## src/rtl/iram_fetch_arbiter.sv

```systemverilog
// Shares the single-port bytecode RAM between translator byte fetch and host loader; owns the bytecode PC.
// Fetch: grant edge T, fetch_valid during cycle T+3 (1 byte / 4 cycles); load: ram_we/load_gnt during cycle T+1.
// Requesters hold req/addr/data until their pulse; waiting stalls the translator while a fetch is pending.
module iram_fetch_arbiter #(
  parameter int ADDR_W = 10
) (
  input  logic              clk,
  input  logic              reset,
  input  logic              fetch_req,
  output logic [7:0]        fetch_data,
  output logic              fetch_valid,
  output logic              waiting,
  input  logic              pc_load,
  input  logic [ADDR_W-1:0] pc_load_value,
  output logic [ADDR_W-1:0] pc,
  output logic              pc_wrap,
  input  logic              load_req,
  input  logic [ADDR_W-1:0] load_adr,
  input  logic [7:0]        load_data,
  output logic              load_gnt,
  output logic [ADDR_W-1:0] ram_adr,
  output logic              ram_we,
  output logic [7:0]        ram_wdata,
  input  logic [7:0]        ram_rdata
);

  localparam logic [1:0] IDLE    = 2'd0;
  localparam logic [1:0] READ    = 2'd1;
  localparam logic [1:0] CAPTURE = 2'd2;
  localparam logic [1:0] WRITE   = 2'd3;

  logic [1:0]        state_q, state_d;
  logic [ADDR_W-1:0] pc_q, pc_d;
  logic              pc_wrap_q, pc_wrap_d;
  logic              last_gnt_q, last_gnt_d;   // 0: fetch served last, 1: load served last
  logic [7:0]        fetch_data_q, fetch_data_d;
  logic              fetch_valid_q, fetch_valid_d;
  logic              load_gnt_q, load_gnt_d;
  logic [ADDR_W-1:0] ram_adr_q, ram_adr_d;
  logic              ram_we_q, ram_we_d;
  logic [7:0]        ram_wdata_q, ram_wdata_d;

  logic fetch_elig;
  logic load_elig;
  logic pick_load;

  // A requester whose pulse is showing this cycle is not yet asking for its next transfer.
  assign fetch_elig = fetch_req & ~fetch_valid_q;
  assign load_elig  = load_req & ~load_gnt_q;
  // On conflict the side that was not served last wins.
  assign pick_load  = load_elig & (~fetch_elig | ~last_gnt_q);

  // Next-state: arbitration, RAM sequencing, PC update with redirect taking precedence.
  always_comb begin
    state_d       = state_q;
    pc_d          = pc_q;
    pc_wrap_d     = pc_wrap_q;
    last_gnt_d    = last_gnt_q;
    fetch_data_d  = fetch_data_q;
    fetch_valid_d = 1'b0;
    load_gnt_d    = 1'b0;
    ram_adr_d     = ram_adr_q;
    ram_we_d      = 1'b0;
    ram_wdata_d   = ram_wdata_q;

    case (state_q)
      IDLE: begin
        // A redirect cycle issues no grant; requesters retry next cycle.
        if (!pc_load) begin
          if (pick_load) begin
            ram_adr_d   = load_adr;
            ram_wdata_d = load_data;
            ram_we_d    = 1'b1;
            load_gnt_d  = 1'b1;
            last_gnt_d  = 1'b1;
            state_d     = WRITE;
          end else if (fetch_elig) begin
            ram_adr_d  = pc_q;
            last_gnt_d = 1'b0;
            state_d    = READ;
          end
        end
      end
      READ: begin
        state_d = pc_load ? IDLE : CAPTURE;
      end
      CAPTURE: begin
        // Redirect aborts the read: the byte belongs to the old PC stream.
        if (!pc_load) begin
          fetch_data_d  = ram_rdata;
          fetch_valid_d = 1'b1;
          pc_d          = pc_q + ADDR_W'(1);
          if (&pc_q) begin
            pc_wrap_d = 1'b1;
          end
        end
        state_d = IDLE;
      end
      default: begin
        // WRITE: the RAM commits this cycle regardless of a redirect.
        state_d = IDLE;
      end
    endcase

    if (pc_load) begin
      pc_d      = pc_load_value;
      pc_wrap_d = 1'b0;
    end
  end

  // State registers with asynchronous active-low reset.
  always_ff @(posedge clk or negedge reset) begin
    if (!reset) begin
      state_q       <= IDLE;
      pc_q          <= '0;
      pc_wrap_q     <= 1'b0;
      last_gnt_q    <= 1'b1;
      fetch_data_q  <= 8'h00;
      fetch_valid_q <= 1'b0;
      load_gnt_q    <= 1'b0;
      ram_adr_q     <= '0;
      ram_we_q      <= 1'b0;
      ram_wdata_q   <= 8'h00;
    end else begin
      state_q       <= state_d;
      pc_q          <= pc_d;
      pc_wrap_q     <= pc_wrap_d;
      last_gnt_q    <= last_gnt_d;
      fetch_data_q  <= fetch_data_d;
      fetch_valid_q <= fetch_valid_d;
      load_gnt_q    <= load_gnt_d;
      ram_adr_q     <= ram_adr_d;
      ram_we_q      <= ram_we_d;
      ram_wdata_q   <= ram_wdata_d;
    end
  end

  assign waiting     = fetch_req & ~fetch_valid_q;
  assign fetch_data  = fetch_data_q;
  assign fetch_valid = fetch_valid_q;
  assign pc          = pc_q;
  assign pc_wrap     = pc_wrap_q;
  assign load_gnt    = load_gnt_q;
  assign ram_adr     = ram_adr_q;
  assign ram_we      = ram_we_q;
  assign ram_wdata   = ram_wdata_q;

endmodule

```

## config.mk

```make
export PLATFORM = sky130hd
export DESIGN_NAME = iram_fetch_arbiter
export DESIGN_NICKNAME = d
export VERILOG_FILES = /design/src/rtl/iram_fetch_arbiter.sv
export SDC_FILE = /design/constraint.sdc
export NUM_CORES = 1
export LEC_CHECK = 0
export ABC_AREA = 1
export ABC_CLOCK_PERIOD_IN_PS = 3700
export CAP_MARGIN = 5
export CORE_MARGIN = 1
export CORE_UTILIZATION = 47
export DETAILED_ROUTE_END_ITERATION = 12
export PLACE_DENSITY = 0.81
export REMOVE_ABC_BUFFERS = 1
export SYNTH_ARGS = -nofsm -noshare
export SYNTH_HDL_FRONTEND = slang
export SYNTH_SLANG_ARGS = --single-unit
```

## constraint.sdc

```tcl
create_clock -name clk -period 3.7 [get_ports clk]
set_clock_uncertainty 0.2 [all_clocks]
set_input_delay 0.74 -clock clk [delete_from_list [all_inputs] [get_ports clk]]
set_output_delay 0.74 -clock clk [all_outputs]
set_load 0.03 [all_outputs]
```

After elaboration in Yosys (flattened, before gate mapping). Cells that the tools add are included. Widths: inputs -> output; s select.

Add/subtract/negate cells: 1. Equality and inequality tests: 4. Multiplexer cells: 19. Bitwise gates (word level): 9. Reductions and logical operators: 10.

Operators by type and width (count): $mux 10 (4); $add 10x1->10 const B (1); $mux 1 (10); $reduce_and 10->1 (1); $mux 2 (4); $reduce_and 2->1 (3); $reduce_and 3->1 (2); $reduce_bool 2->1 (3); $not 1->1 (5); $pmux 2 s2 (1); $and 1x1->1 (3); $ne 3x3->1 const B (1); $eq 2x1->1 const B (1); $eq 2x2->1 const B (1); $logic_not 2->1 (1); $ne 2x2->1 const B (1); $or 1x1->1 (1).

Register bits after elaboration: 42. Bits of input ports: 41. Output and inout bits: 41. Logic and storage cells: 52.

Depth between registers and ports, before layout. Gate-level depths: netlist of run 1.

Word-level depth: 8. Depth in mapped cells: 8. Mapped depth without buffers: 8.

Worst setup path after synthesis of run 1. No wires, ideal clock.

Kind: input -> output. Start: in fetch_req. End: out waiting. Arrival: 986 ps. Data required time: 2760 ps. Path slack: 1774 ps. Cell stages on the path: 2. Buffers on the path: 0. Cells stage by stage: nand2_1 inv_1.

Word-level cells in the longest chain between the ends: 1.

RTL lines: start, declared (line 9) `input logic fetch_req,`; $and 1x1->1 (line 138) `assign waiting = fetch_req & ~fetch_valid_q;`; end, declared (line 12) `output logic waiting,`.

Every way passes these cells.

Final worst setup path of run 1. Ends and elaborated chain as after synthesis.

==> results of run 1 <==
-- report_power, final --
part           internal [uW]  switching, uW  total (uW)  leakage [uW]
logic                    443            638        1080      0.000923
clock network            151            147         298     0.0000482
registers                633            131         765      0.000524
total                   1230            917        2140       0.00150
-- logic make-up (layout without fill, tap and decap cells) --
logic type               count (synthesis)  in the layout  share of synthesized area, %
buffers and inverters                   30            115                         6.737
flip-flops                              42             42                         50.15
AO/OA/AOI/OAI                           14             14                         3.876
AND/OR/NAND/NOR                        188            188                         38.22
adder cells (fa/ha/maj)                  1              1                        0.5962
XOR/XNOR                                 1              1                        0.4175
-- final timing paths --
kind                       startpoint            end  slack [ns]  cells past startpoint
setup / recovery            fetch_req        waiting        0.76                      4
hold / removal             last_gnt_q     last_gnt_q        0.27                      2
setup reg to reg           state_q[1]     ram_adr[4]        2.02                      5
hold reg to reg            last_gnt_q     last_gnt_q        0.27                      2
max in group asynchronous       reset     ram_adr[6]        2.34                      1
min in group asynchronous       reset  fetch_data[2]        0.38                      1
-- per-stage QoR --
stage	area, um^2	hold slack, ns	worst slack, ns
floorplan	2044	0.2443	1.774
CTS	3027	0.2665	0.7636
global route	3027	0.3018	0.6905
finish	3027	0.2685	0.7647
detailed placement	2935	0.2553	0.7639
global placement	2935	0.2558	0.7756
-- routing by layer --
layer | routed length, um | part of all wire [%]
met3 | 463 | 9.6
met4 | 46 | 0.96
met1 | 2056 | 43
met5 | 0 | 0
met2 | 2234 | 47
-- synth_stat cells (2+ instances only) --
master / n / area, um^2
nor2_1: 9 / 33.78
buf_4: 3 / 22.52
inv_1: 21 / 78.83
nand2_1: 147 / 551.8
dfrtp_1: 41 / 1026
o211ai_1: 4 / 30.03
buf_6: 2 / 22.52
nor2_4: 2 / 22.52
nand3_1: 23 / 115.1
o21ai_0: 9 / 45.04
-- cell type report --
class / instances / area [um^2] / share of cell area [%]
Clock buffer: 7 / 86.33 / 2.852
Clock inverter: 1 / 5.005 / 0.1654
Inverter: 23 / 87.58 / 2.894
Multi-Input combinational cell: 204 / 904.6 / 29.89
Sequential cell: 42 / 1052 / 34.77
Tap cell: 50 / 62.56 / 2.067
Timing Repair Buffer: 84 / 828.3 / 27.37
-- registers in the layout (all words and copies together), names as in the netlist --
| signal | flops |
|---|---|
| ram_adr | 10 |
| pc_wrap | 1 |
| fetch_valid | 1 |
| state_q | 2 |
| ram_we | 1 |
| last_gnt_q | 1 |
| fetch_data | 8 |
| pc | 10 |
| ram_wdata | 8 |
-- tightest hold or removal path: stages (launching register included) --
cell	delay [ns]
dfstp_2	0.37
nand2_1	0.05
nand2_1	0.04
==> metrics, run 1 <==
wire length per cell=11.68 um; synth-to-layout area growth=44.25%; Post-CTS Hold Buffers=0; most frequent cells in the layout=147 x nand2_1, 80 x clkdlybuf4s50_1, 41 x dfrtp_1; Tot Pwr=2144 uW; CP cell instances=clkdlybuf4s50_1, nand2_1, inv_1, clkdlybuf4s50_1; Longest Clk Path Bufs=2; All-Layer GR Usage=22.88%; height of the die=68.82 um; # DRC=0; die area=4736 um^2; leading cell type in the layout, fill and taps excluded=nand2_1; via count=2,015; Detailed Route Iter0 Violations=around 110; syn_area_per_cell=between 7 and 8 um^2; Leakage=0.001496 uW; vias in the first global route=1,875; Sink Count=42; first-pass iteration count of the detailed router=4; final wirelength=around 4800 um; gpl congestion=between 0.8 and 0.9; Num CTS Buffers=5; WP data arrival=2.00 ns; Initial Util=about 50%; Seq/Total Area, Yosys=50.15%; post-route insts no fill=411; row cnt=23; Final nets=402; Vias/cell=4.903; min Tclk post-route=2.935 ns; I/O pin cnt=82; antenna violations before repair=0; Final Hold Vio Count=0; Slew Limit Fails=0; status=complete, no violations; Root Driver=clkbuf_8; worst rel slew slack=39.07%; Primary FF master, synth=dfrtp_1; CP Capture Type=primary output; Clock Latency Late Sink=0.29 ns; Fin Setup TNS=0 ns; Final period util=79.33%; Post-synth EDFFs=0; sum of buffers and inverters on the critical path=3; clock slew at reported path FFs=~0.07 ns; CP max stage cell=clkdlybuf4s50_1; GRT overflow=0; crit start category=input port; maximum number of pins on one net before global-route repair=43; RSZ-0062 raised after global routing=no; Max Clk Rate=340.7 MHz; cell count after synthesis=276; pwr dens=708.3 nW/um^2; CTS tree=built; CP delay by family, top=buffers and inverters; post-synthesis async set-or-reset flop share=100.0%; Setup CP Type=input port to primary output; WP data required=around 2.8 ns; die width=between 60 and 70 um; remaining antenna violation count=0; Worst IR Drop VDD=about 0.0005 V; post-CTS resize count=0; met3 Usage GRT=8.059%; H-tree depth=2; postcts setup bufs=0; met2 usage=39.34%; Crit Path Max Fanout=2; Synth Register Bits=42; CP peak stage delay=0.66 ns; Post-Syn Area=~2100 um^2; placed cells=403; met1 usage=27.00%; core region area=4144 um^2; Hold WC Path Type=flip-flop to flip-flop; Final Util=73.04%; yosys warns=0; antenna cell count=0; layout cells sized above 1=6.094%; Top cell by count, worst path=clkdlybuf4s50_1; Fill cells=between 300 and 400; Tightest Pin Transition=0.9140 ns; library cells used by synthesis=25; # setup viols final=0; first-pass GRT wire length=8024 um; max-cap viol count=0; DP Wirelength=3542 um; port bufs=81; gr busiest metal=met2
Power figures use the tool's default switching activity.
==> run 2: changes to the inputs <==
Settings changed: ABC_CLOCK_PERIOD_IN_PS 3700 to 2600, CORE_UTILIZATION 47 to 39, PLACE_DENSITY 0.81 to 0.72.
Clock period 3.7 ns to 2.6 ns, I/O delays scaled along.
==> metrics, run 2 (synthesis results as in run 1) <==
remaining antenna violation count=0; first-pass GRT wire length=8818 um; combinational share of power=around half; All-Layer GR Usage=20.71%; min Tclk post-route=approximately 2.5 ns; DP Wirelength=3894 um; Root Driver=clkbuf_8; Final nets=405; synth-to-layout area growth=46.69%; Sink Count=42; Tightest Pin Transition=0.5279 ns; clock slew at reported path FFs=approximately 0.080 ns; core region area=5140 um^2; Sequential Power Share=35.4%; port bufs=81; antenna violations before repair=0; WP data required=1.88 ns; Power Internal=1751 uW; post-route insts no fill=roughly 430; Reg2Reg Setup Slack=0.95 ns; NetSw=about 1300 uW; Clock Latency Late Sink=between 0.2 and 0.3 ns; Leakage=0.001509 uW; Reg2Reg Capture Point=pc[8]; die width=approximately 75 um; layout cells sized above 1=between 7 and 8%; worst rel slew slack=64.81%; postcts setup bufs=0; Slew Limit Fails=0; GRT overflow=0; gpl congestion=0.8316; # DRC=0; Clk pwr share=14.1%; placed cells=426; Vias/cell=4.668; worst setup margin=0.09939 ns; # setup viols final=0; Num CTS Buffers=5; Initial Util=40.82%; Min Hold Slack=roughly 0.083 ns; height of the die=75.35 um; most frequent cells in the layout=147 x nand2_1, 80 x clkdlybuf4s50_1, 41 x dfrtp_1; pre-CTS setup slack=0.1002 ns; Crit Path Max Fanout=2; Final Hold Vio Count=0; antenna cell count=0; Hold WC Path Type=input port to async pin; status=complete, no violations; vias in the first global route=1,964; origin of the worst setup path=fetch_req; leading cell type in the layout, fill and taps excluded=nand2_1; Max Clk Rate=399.9 MHz; first-pass iteration count of the detailed router=4; crit start category=input port; pwr dens=roughly 1000 nW/um^2; I/O pin cnt=82; CTS tree=built; Worst IR Drop VDD=just under 0.0006 V; via count=2,026; CP Capture Type=primary output; Detailed Route Iter0 Violations=96; WP data arrival=1.78 ns; RSZ-0062 raised after global routing=no; wire length per cell=around 12 um; R2R Path Start=pc[0]; H-tree depth=2; Post-CTS Hold Buffers=0; row cnt=26; Setup CP Type=input port to primary output; Final period util=96.18%; maximum number of pins on one net before global-route repair=between 40 and 50; FF-to-FF path depth=8; Longest Clk Path Bufs=2; final wirelength=roughly 5200 um; post-CTS resize count=0; Fin Setup TNS=0 ns; max-cap viol count=0; die area=5678 um^2; sw frac=43.10%
## run 2: cell types whose count changed in the layout (fill, tap and decap cells not counted)
cell	delta
buf_4	+3
clkbuf_1	-1
clkinvlp_4	+1
## run 2: final cells by class
| type | instances | area (um^2) |
|---|---|---|
| multi-input combinational | 204 | 904.6 |
| clock inverter | 2 | 12.51 |
| timing repair buffer | 87 | 850.8 |
| clock buffer | 6 | 82.58 |
| sequential | 42 | 1052 |
| inverter | 23 | 87.58 |
| fill | 503 | 2062 |
| tap | 70 | 87.58 |
## run 2: worst max-delay path by stage
| stage | depth (start not counted) | endpoint | slack [ns] |
|---|---|---|---|
| after global placement | 4 | waiting | 0.12 |
| after detailed placement | 4 | waiting | 0.10 |
| after floorplan | 6 | ram_adr[2] | 0.74 |
| final | 4 | waiting | 0.1 |
| after CTS | 4 | waiting | 0.10 |
| after global routing | 4 | waiting | 0.07 |
## run 2: worst max-delay path, stage by stage
cell	delay (ns)
clkdlybuf4s50_1	0.48
nand2_1	0.07
inv_1	0.05
clkdlybuf4s50_1	0.66
## run 2: power groups by stage
stage          Combinational [uW]  Clock, uW  Sequential, uW
2_1_floorplan                 436          0            1530
3_3_place_gp                 1540          0            1090
3_5_place_dp                 1560          0            1100
4_1_cts                      1570        452            1090
5_1_grt                      1690        478            1120
6_report                     1560        433            1090
## run 2: through the flow
step,utilization (%),cell area (um^2),total power [uW]
floorplan,-,2044,1971
global placement,58.03,2983,2634
detailed placement,58.03,2983,2664
CTS,59.88,3078,3114
global route,59.88,3078,3287
finish,59.88,3078,3078
## run 2: per-layer routing
layer  vias to the layer above  GRT usage [%]  wire [um]
li1                       1026              -          -
met1                       937          26.19       2350
met2                        55          34.62       2516
met3                         8          4.365        258
met4                         0          8.642         86
met5                         -              0          0
